===== config.mk =====
export PLATFORM = sky130hd
export DESIGN_NAME = axi4_lite_write_arbiter
export DESIGN_NICKNAME = d
export VERILOG_FILES = /design/src/rtl/axi4_lite_write_arbiter_pkg.sv /design/src/rtl/axi4_lite_write_arbiter_rr_arbiter.sv /design/src/rtl/axi4_lite_write_arbiter.sv
export SDC_FILE = /design/constraint.sdc
export NUM_CORES = 1
export LEC_CHECK = 0
export BUFFER_PORTS_ARGS = -buffer_cell sky130_fd_sc_hd__buf_2
export CAP_MARGIN = 30
export CORE_AREA = 2 2 140 142
export CTS_CLUSTER_SIZE = 10
export DETAILED_ROUTE_END_ITERATION = 8
export DIE_AREA = 0 0 142 144
export PLACE_DENSITY = 0.62
export SETUP_SLACK_MARGIN = 0.2
export SLEW_MARGIN = 20
export SYNTH_ARGS = -nofsm -noshare
export SYNTH_HDL_FRONTEND = slang
export SYNTH_SLANG_ARGS = --single-unit

===== constraint.sdc =====
create_clock -name clk -period 3.75 [get_ports clk]
set_input_delay 0.5625 -clock clk [delete_from_list [all_inputs] [get_ports clk]]
set_output_delay 0.5625 -clock clk [all_outputs]
set_load 0.02 [all_outputs]

===== src/rtl/axi4_lite_write_arbiter_pkg.sv =====
// ---------------------------------------------------------------------------
// axi4_lite_pkg
//
// Shared types and constants for the AXI4-Lite write arbiter slice.
//
// Contents:
//   state_t      - 2-bit arbiter FSM state (IDLE, ISSUE, WAIT_RESP, DONE)
//   RESP_*       - AXI4-Lite BRESP encodings
//   is_error_resp - helper that flags SLVERR/DECERR responses
// ---------------------------------------------------------------------------
package axi4_lite_pkg;

    // Arbiter FSM. The walk is strictly IDLE -> ISSUE -> WAIT_RESP -> DONE -> IDLE.
    typedef enum logic [1:0] {
        IDLE      = 2'd0,
        ISSUE     = 2'd1,
        WAIT_RESP = 2'd2,
        DONE      = 2'd3
    } state_t;

    // BRESP encodings as defined by AXI4-Lite.
    localparam logic [1:0] RESP_OKAY   = 2'b00;
    localparam logic [1:0] RESP_EXOKAY = 2'b01;
    localparam logic [1:0] RESP_SLVERR = 2'b10;
    localparam logic [1:0] RESP_DECERR = 2'b11;

    // Both error encodings have the upper bit set, so clients can test
    // a single bit instead of comparing against two constants.
    function automatic logic is_error_resp(input logic [1:0] resp);
        return resp[1];
    endfunction

endpackage


===== src/rtl/axi4_lite_write_arbiter_rr_arbiter.sv =====
// ---------------------------------------------------------------------------
// rr_arbiter
//
// Combinational round-robin pick. Starting at position ptr and walking
// upward (wrapping from NUM_REQ-1 back to 0), the first requester with its
// req bit set wins.
//
// Parameters:
//   NUM_REQ    number of requesters (2..16)
//   PTR_WIDTH  width of ptr / idx, $clog2(NUM_REQ)
//
// Ports:
//   req   in   NUM_REQ     request vector
//   ptr   in   PTR_WIDTH   highest-priority position for this pick
//   gnt   out  NUM_REQ     one-hot winner, all zero when req == 0
//   idx   out  PTR_WIDTH   binary index of the winner, 0 when req == 0
// ---------------------------------------------------------------------------
module rr_arbiter #(
    parameter int NUM_REQ   = 4,
    parameter int PTR_WIDTH = $clog2(NUM_REQ)
) (
    input  logic [NUM_REQ-1:0]   req,
    input  logic [PTR_WIDTH-1:0] ptr,
    output logic [NUM_REQ-1:0]   gnt,
    output logic [PTR_WIDTH-1:0] idx
);

    // Rotate the search origin to ptr and take the first set bit. The
    // candidate position is computed one bit wider than ptr so that the
    // wrap works for non-power-of-two NUM_REQ as well: ptr + i never exceeds
    // 2*NUM_REQ-2, so a single conditional subtract is enough.
    always_comb begin
        logic [PTR_WIDTH:0]   sum;
        logic [PTR_WIDTH-1:0] cand;
        logic                 found;
        gnt   = '0;
        idx   = '0;
        sum   = '0;
        cand  = '0;
        found = 1'b0;
        for (int i = 0; i < NUM_REQ; i++) begin
            sum = {1'b0, ptr} + (PTR_WIDTH + 1)'(i);
            if (sum >= (PTR_WIDTH + 1)'(NUM_REQ)) begin
                sum = sum - (PTR_WIDTH + 1)'(NUM_REQ);
            end
            cand = sum[PTR_WIDTH-1:0];
            if (!found && req[cand]) begin
                found     = 1'b1;
                gnt[cand] = 1'b1;
                idx       = cand;
            end
        end
    end

endmodule


===== src/rtl/axi4_lite_write_arbiter.sv =====
// ---------------------------------------------------------------------------
// axi4_lite_write_arbiter
//
// Shares one AXI4-Lite write master between NUM_REQ local requesters
// (CSR/DMA clients). A pending request is chosen round-robin, its
// address/data/strobe are copied into registers that drive the master, the
// master is kicked with a one-cycle m_wr_en pulse, and the B channel is
// watched for the write response. The response is handed back to the
// granted requester together with a one-cycle done pulse.
//
// The master's active-low resetn is expected to be driven from the
// inverse of this block's reset.
//
// Parameters:
//   NUM_REQ     number of requesters, 2..16
//   ADDR_WIDTH  address width of the write master
//   DATA_WIDTH  data width of the write master; strobe width = DATA_WIDTH/8
//
// Ports:
//   clk        in   1                      clock
//   reset      in   1                      asynchronous, active-high
//   req        in   NUM_REQ                request levels
//   req_addr   in   NUM_REQ*ADDR_WIDTH     requester i at [i*ADDR_WIDTH +: ADDR_WIDTH]
//   req_data   in   NUM_REQ*DATA_WIDTH     requester i at [i*DATA_WIDTH +: DATA_WIDTH]
//   req_strb   in   NUM_REQ*DATA_WIDTH/8   requester i byte strobes
//   gnt        out  NUM_REQ                one-hot, held from grant until DONE
//   done       out  NUM_REQ                one-cycle completion pulse to the winner
//   resp       out  2                      BRESP of the completed write
//   busy       out  1                      high whenever the FSM is not IDLE
//   m_wr_en    out  1                      write-start pulse to the master
//   m_wr_addr  out  ADDR_WIDTH             captured address
//   m_wr_data  out  DATA_WIDTH             captured data
//   m_wr_strb  out  DATA_WIDTH/8           captured strobes
//   m_b_valid  in   1                      B channel valid (monitored)
//   m_b_ready  in   1                      master's B ready (monitored)
//   m_b_resp   in   2                      B channel response (monitored)
// ---------------------------------------------------------------------------
module axi4_lite_write_arbiter
    import axi4_lite_pkg::*;
#(
    parameter int NUM_REQ    = 4,
    parameter int ADDR_WIDTH = 32,
    parameter int DATA_WIDTH = 32
) (
    input  logic                              clk,
    input  logic                              reset,
    input  logic [NUM_REQ-1:0]                req,
    input  logic [NUM_REQ*ADDR_WIDTH-1:0]     req_addr,
    input  logic [NUM_REQ*DATA_WIDTH-1:0]     req_data,
    input  logic [NUM_REQ*(DATA_WIDTH/8)-1:0] req_strb,
    output logic [NUM_REQ-1:0]                gnt,
    output logic [NUM_REQ-1:0]                done,
    output logic [1:0]                        resp,
    output logic                              busy,
    output logic                              m_wr_en,
    output logic [ADDR_WIDTH-1:0]             m_wr_addr,
    output logic [DATA_WIDTH-1:0]             m_wr_data,
    output logic [DATA_WIDTH/8-1:0]           m_wr_strb,
    input  logic                              m_b_valid,
    input  logic                              m_b_ready,
    input  logic [1:0]                        m_b_resp
);

    localparam int STRB_WIDTH = DATA_WIDTH / 8;
    localparam int PTR_WIDTH  = $clog2(NUM_REQ);

    state_t                 state;
    state_t                 state_next;

    logic [PTR_WIDTH-1:0]   ptr;
    logic [PTR_WIDTH-1:0]   ptr_after;
    logic [PTR_WIDTH-1:0]   gnt_idx;

    logic [NUM_REQ-1:0]     pick_gnt;
    logic [PTR_WIDTH-1:0]   pick_idx;

    logic [ADDR_WIDTH-1:0]  sel_addr;
    logic [DATA_WIDTH-1:0]  sel_data;
    logic [STRB_WIDTH-1:0]  sel_strb;

    logic                   any_req;
    logic                   b_fire;

    assign any_req = |req;
    assign b_fire  = m_b_valid && m_b_ready;

    rr_arbiter #(
        .NUM_REQ   (NUM_REQ),
        .PTR_WIDTH (PTR_WIDTH)
    ) u_rr_arbiter (
        .req (req),
        .ptr (ptr),
        .gnt (pick_gnt),
        .idx (pick_idx)
    );

    // Payload select. The arbiter grant is one-hot, so each requester's
    // slice is gated by its own grant bit and the results are OR-ed
    // together. This keeps the slice indices constant after unrolling and
    // avoids a variable-base part-select.
    always_comb begin
        sel_addr = '0;
        sel_data = '0;
        sel_strb = '0;
        for (int i = 0; i < NUM_REQ; i++) begin
            if (pick_gnt[i]) begin
                sel_addr = sel_addr | req_addr[i*ADDR_WIDTH +: ADDR_WIDTH];
                sel_data = sel_data | req_data[i*DATA_WIDTH +: DATA_WIDTH];
                sel_strb = sel_strb | req_strb[i*STRB_WIDTH +: STRB_WIDTH];
            end
        end
    end

    // The pointer moves to the position just past the requester that was
    // served, wrapping at NUM_REQ rather than at a power of two.
    always_comb begin
        if (gnt_idx == PTR_WIDTH'(NUM_REQ - 1)) begin
            ptr_after = '0;
        end else begin
            ptr_after = gnt_idx + PTR_WIDTH'(1);
        end
    end

    // FSM state register. Reset is asynchronous so an abort drops back to
    // IDLE in the same cycle it is asserted; every state-decoded output
    // below follows immediately.
    always_ff @(posedge clk or posedge reset) begin
        if (reset) begin
            state <= IDLE;
        end else begin
            state <= state_next;
        end
    end

    // Next-state logic and the state-decoded outputs. m_wr_en, busy and done
    // are pure decodes of the state register, so each is exactly as long as
    // the corresponding state: one cycle for ISSUE and DONE. A B handshake is
    // only acted on in WAIT_RESP; one seen anywhere else is ignored.
    always_comb begin
        state_next = state;
        m_wr_en    = 1'b0;
        busy       = 1'b1;
        done       = '0;
        case (state)
            IDLE: begin
                busy = 1'b0;
                if (any_req) begin
                    state_next = ISSUE;
                end
            end
            ISSUE: begin
                m_wr_en    = 1'b1;
                state_next = WAIT_RESP;
            end
            WAIT_RESP: begin
                if (b_fire) begin
                    state_next = DONE;
                end
            end
            DONE: begin
                done       = gnt;
                state_next = IDLE;
            end
            default: begin
                state_next = IDLE;
            end
        endcase
    end

    // Grant, payload, pointer and response registers. The payload is copied
    // at grant time so the requester may change or withdraw its inputs
    // without disturbing the write in flight. gnt is held through DONE so the
    // done pulse can be formed from it, then cleared on the way back to IDLE.
    always_ff @(posedge clk or posedge reset) begin
        if (reset) begin
            gnt       <= '0;
            gnt_idx   <= '0;
            ptr       <= '0;
            m_wr_addr <= '0;
            m_wr_data <= '0;
            m_wr_strb <= '0;
            resp      <= RESP_OKAY;
        end else begin
            case (state)
                IDLE: begin
                    if (any_req) begin
                        gnt       <= pick_gnt;
                        gnt_idx   <= pick_idx;
                        m_wr_addr <= sel_addr;
                        m_wr_data <= sel_data;
                        m_wr_strb <= sel_strb;
                    end
                end
                WAIT_RESP: begin
                    if (b_fire) begin
                        resp <= m_b_resp;
                    end
                end
                DONE: begin
                    gnt <= '0;
                    ptr <= ptr_after;
                end
                default: begin
                end
            endcase
        end
    end

endmodule


==> impl_metrics.json <==
{
  "insertion_delay_ns": 0.35,
  "track_usage": 0.173,
  "first_global_vias": 5330,
  "worst_pin_slew_ns": 0.744,
  "power_density_nw_per_um2": 990,
  "synth_top_area_share": 0.432,
  "yosysSeqAreaShare": 0.432,
  "cp-end-kind": "flop",
  "die-area_um2": 20400,
  "max_freq_mhz": 300,
  "clkTransAtPathRegs_ns": 0.07,
  "postSynthCellCount": 511,
  "finalHoldViolations": 0,
  "instances_no_fill": 1084,
  "path_delay_family": "compound AO/OA/AOI/OAI gates",
  "coreArea_um2": 19100,
  "r2r_slack_ns": 0.42,
  "ios": 362,
  "cts_max_level": 3,
  "grt_antenna_before_repair": 0,
  "finalSetupTns_ns": 0,
  "fp.dieW_um": 142,
  "cts-root-buf": "clkbuf_16",
  "cts_num_sinks": 80,
  "synth-xor-area-share": 0,
  "synth_compound_area_frac": 0.290,
  "r2r-end": "m_wr_addr[11]$_DFFE_PP0P_",
  "final_common_cell": "buf_2",
  "dieHeight_um": 144,
  "crit_arrival_ns": 3.52,
  "synth_fa_ha_area_frac": 0.0297,
  "reg2reg_from": "ptr[1]$_DFFE_PP0P_",
  "rsz0062_at_grt": "false",
  "cts_tree": "yes",
  "grt_overflow_total": 0,
  "relSlewSlack": 0.504,
  "switching_share": 0.486,
  "finalClockSkew_ns": 0.0108,
  "hp-class": "in2async",
  "slew_violations": 0,
  "port_buffers": 361,
  "syn_area_per_cell_um2": 9.07,
  "setup_viol": 0,
  "crit_slowest_cell": "dfrtp_1",
  "total_power_w": 0.00693,
  "yosys_warnings": 0,
  "wl_per_cell_um": 17.3,
  "placementRows": 51,
  "p_clk_frac": 0.148,
  "ir_drop_mv": 0.377,
  "yosysTopAreaCell": "dfrtp_1",
  "cts_buffers": 9,
  "start_util": 0.243,
  "p_sw_w": 0.00337,
  "vias": 5636,
  "drt_iter0_drc": 595,
  "cp_slowest_stage_delay_ns": 0.53,
  "nNetsFinal": 1135,
  "routabilityCongestion": 0.806,
  "synthArstFlopShare": 1.00,
  "synth-simple-area-share": 0.151,
  "grt_pass1_wl_mm": 27.5,
  "netlist_area_um2": 4640,
  "seq_power_share": 0.227,
  "synth_area_leaders": "dfrtp_1 (43%), a222oi_1 (15%), a31oi_1 (9.3%), nand2_1 (7.1%), nor2_1 (6.0%)",
  "cellInternalPower_w": 0.00357,
  "crit_type": "reg2reg",
  "drc": 0,
  "leakage_nw": 3.30,
  "synth_edf_count": 0,
  "setup.worst_path.start_class": "flop",
  "clock_path_buffers": 2,
  "firstDrtPassIters": 9,
  "cts_setup_buffers": 0,
  "muxShareOfSynthArea": 0.0407,
  "status": "finished clean",
  "power.share.combinational": 0.625,
  "period_needed_ns": 3.33,
  "cp_cell_sequence": "inv_1 > ha_1 > mux4_2 > o21bai_1 > a221oi_2 > o31ai_4 > buf_6 > a222oi_1 > a31oi_1",
  "drt-total-wl_mm": 18.7,
  "dpl.cell_count": 1069,
  "synth_top_family_by_area": "compound AO/OA/AOI/OAI gates",
  "final_util": 0.367,
  "drv_cap": 0,
  "via_per_inst": 5.20,
  "ant_nets": 0,
  "cp_max_fo": 69,
  "timing.critical_path.required_ns": 3.94,
  "drive_gt1_frac": 0.472,
  "critical_path_buf_inv_count": 2,
  "mostFrequentLayoutCells": "buf_2 (361), nand2_1 (88), dfrtp_1 (80), nor2_1 (73), a31oi_1 (69)",
  "fin_crit_sh": 0.888,
  "ys_ff_latch": 80,
  "worst-r2r-cell-count": 9,
  "syn-num-nets": 804,
  "synth_cell_types": 36,
  "grt_max_degree": 75,
  "synthToLayoutAreaGrowth_pct": 51.1,
  "ys.flop_type": "dfrtp_1",
  "dp_hpwl_mm": 13.6,
  "antenna_cells": 0
}
## metal layers
metal | up-vias | GRT usage | routed length, um
li1 | 2641 | - | -
met1 | 2663 | 0.211 | 7670
met2 | 308 | 0.305 | 9470
met3 | 24 | 0.0354 | 1270
met4 | 0 | 0.0553 | 329
met5 | - | 0 | 0
## cell usage after synthesis, types with 5 or more instances
master    count
a222oi_1     68
a31oi_1      69
and2_1        5
buf_2         8
clkbuf_1     38
dfrtp_1      80
ha_1         11
inv_1         7
mux2i_1      11
nand2_1      88
nor2_1       74
o21ai_0       9
## worst max-delay path by stage
stage                                   from                   endpoint  slack, ns  depth (start not counted)
after floorplan           ptr[0]$_DFFE_PP0P_  m_wr_data[12]$_DFFE_PP0P_       0.85                         13
after global placement    ptr[1]$_DFFE_PP0P_  m_wr_addr[11]$_DFFE_PP0P_       0.47                          9
after detailed placement  ptr[1]$_DFFE_PP0P_  m_wr_addr[11]$_DFFE_PP0P_       0.40                          9
after CTS                 ptr[1]$_DFFE_PP0P_  m_wr_addr[11]$_DFFE_PP0P_       0.39                          9
after global routing      ptr[1]$_DFFE_PP0P_  m_wr_addr[11]$_DFFE_PP0P_       0.24                          9
final                     ptr[1]$_DFFE_PP0P_  m_wr_addr[11]$_DFFE_PP0P_       0.42                          9
## repair_timing
| item | in CTS | in global routing |
|---|---|---|
| resized for setup | 0 | 2 |
| hold endpoints to repair | 0 | 0 |
| hold buffers | 0 | 0 |
| endpoints found under the setup margin | 0 | 1 |
## kinds of logic (layout without fill, tap and decap cells)
logic type / count (synthesis) / count (layout)
AO/OA/AOI/OAI: 168 / 168
adder cells (fa/ha/maj): 11 / 11
buffers and inverters: 59 / 394
flip-flops: 80 / 80
multiplexers: 16 / 16
AND/OR/NAND/NOR: 177 / 177
## worst register-to-register path: cells and delay by family, from the launching register on
kind / cells / cell delay, ns
flops: 1 / 0.53
compound gates: 5 / 1.26
mux: 1 / 0.45
fa+ha+maj: 1 / 0.49
buf+inv: 2 / 0.46
## state kept, by name, indices dropped and copies added, names as in the netlist
signal / cells
resp: 2
m_wr_data: 32
ptr: 2
m_wr_strb: 4
state: 2
gnt: 4
m_wr_addr: 32
gnt_idx: 2
## power by group through the flow
stage	clock (W)	sequential [W]	combinational [W]
global placement	0	0.00157	0.00431
CTS	0.00106	0.00158	0.00434
finish	0.00103	0.00157	0.00433
detailed placement	0	0.00158	0.00433
floorplan	0	0.00204	0.00254
global route	0.00109	0.00164	0.00474
## per-stage QoR
step                      instance area, um2  worst slack [ns]  hold WS [ns]
after global routing                    7010             0.236         0.191
after detailed placement                6660             0.402         0.487
final                                   7010             0.422         0.171
after global placement                  6660             0.472         0.481
after floorplan                         4640             0.849         0.468
after CTS                               7000             0.387         0.173
## area by class of cell
cell class | instances | area (um2)
flip-flops and latches | 80 | 2000
clock buffers | 10 | 229
repair buffers | 372 | 1920
inverters | 7 | 27.5
well taps | 238 | 298
multi-input cells | 372 | 2420
fillers | 1973 | 12100
clock inverters | 5 | 106
No activity file was read; power rests on OpenSTA's default activity.
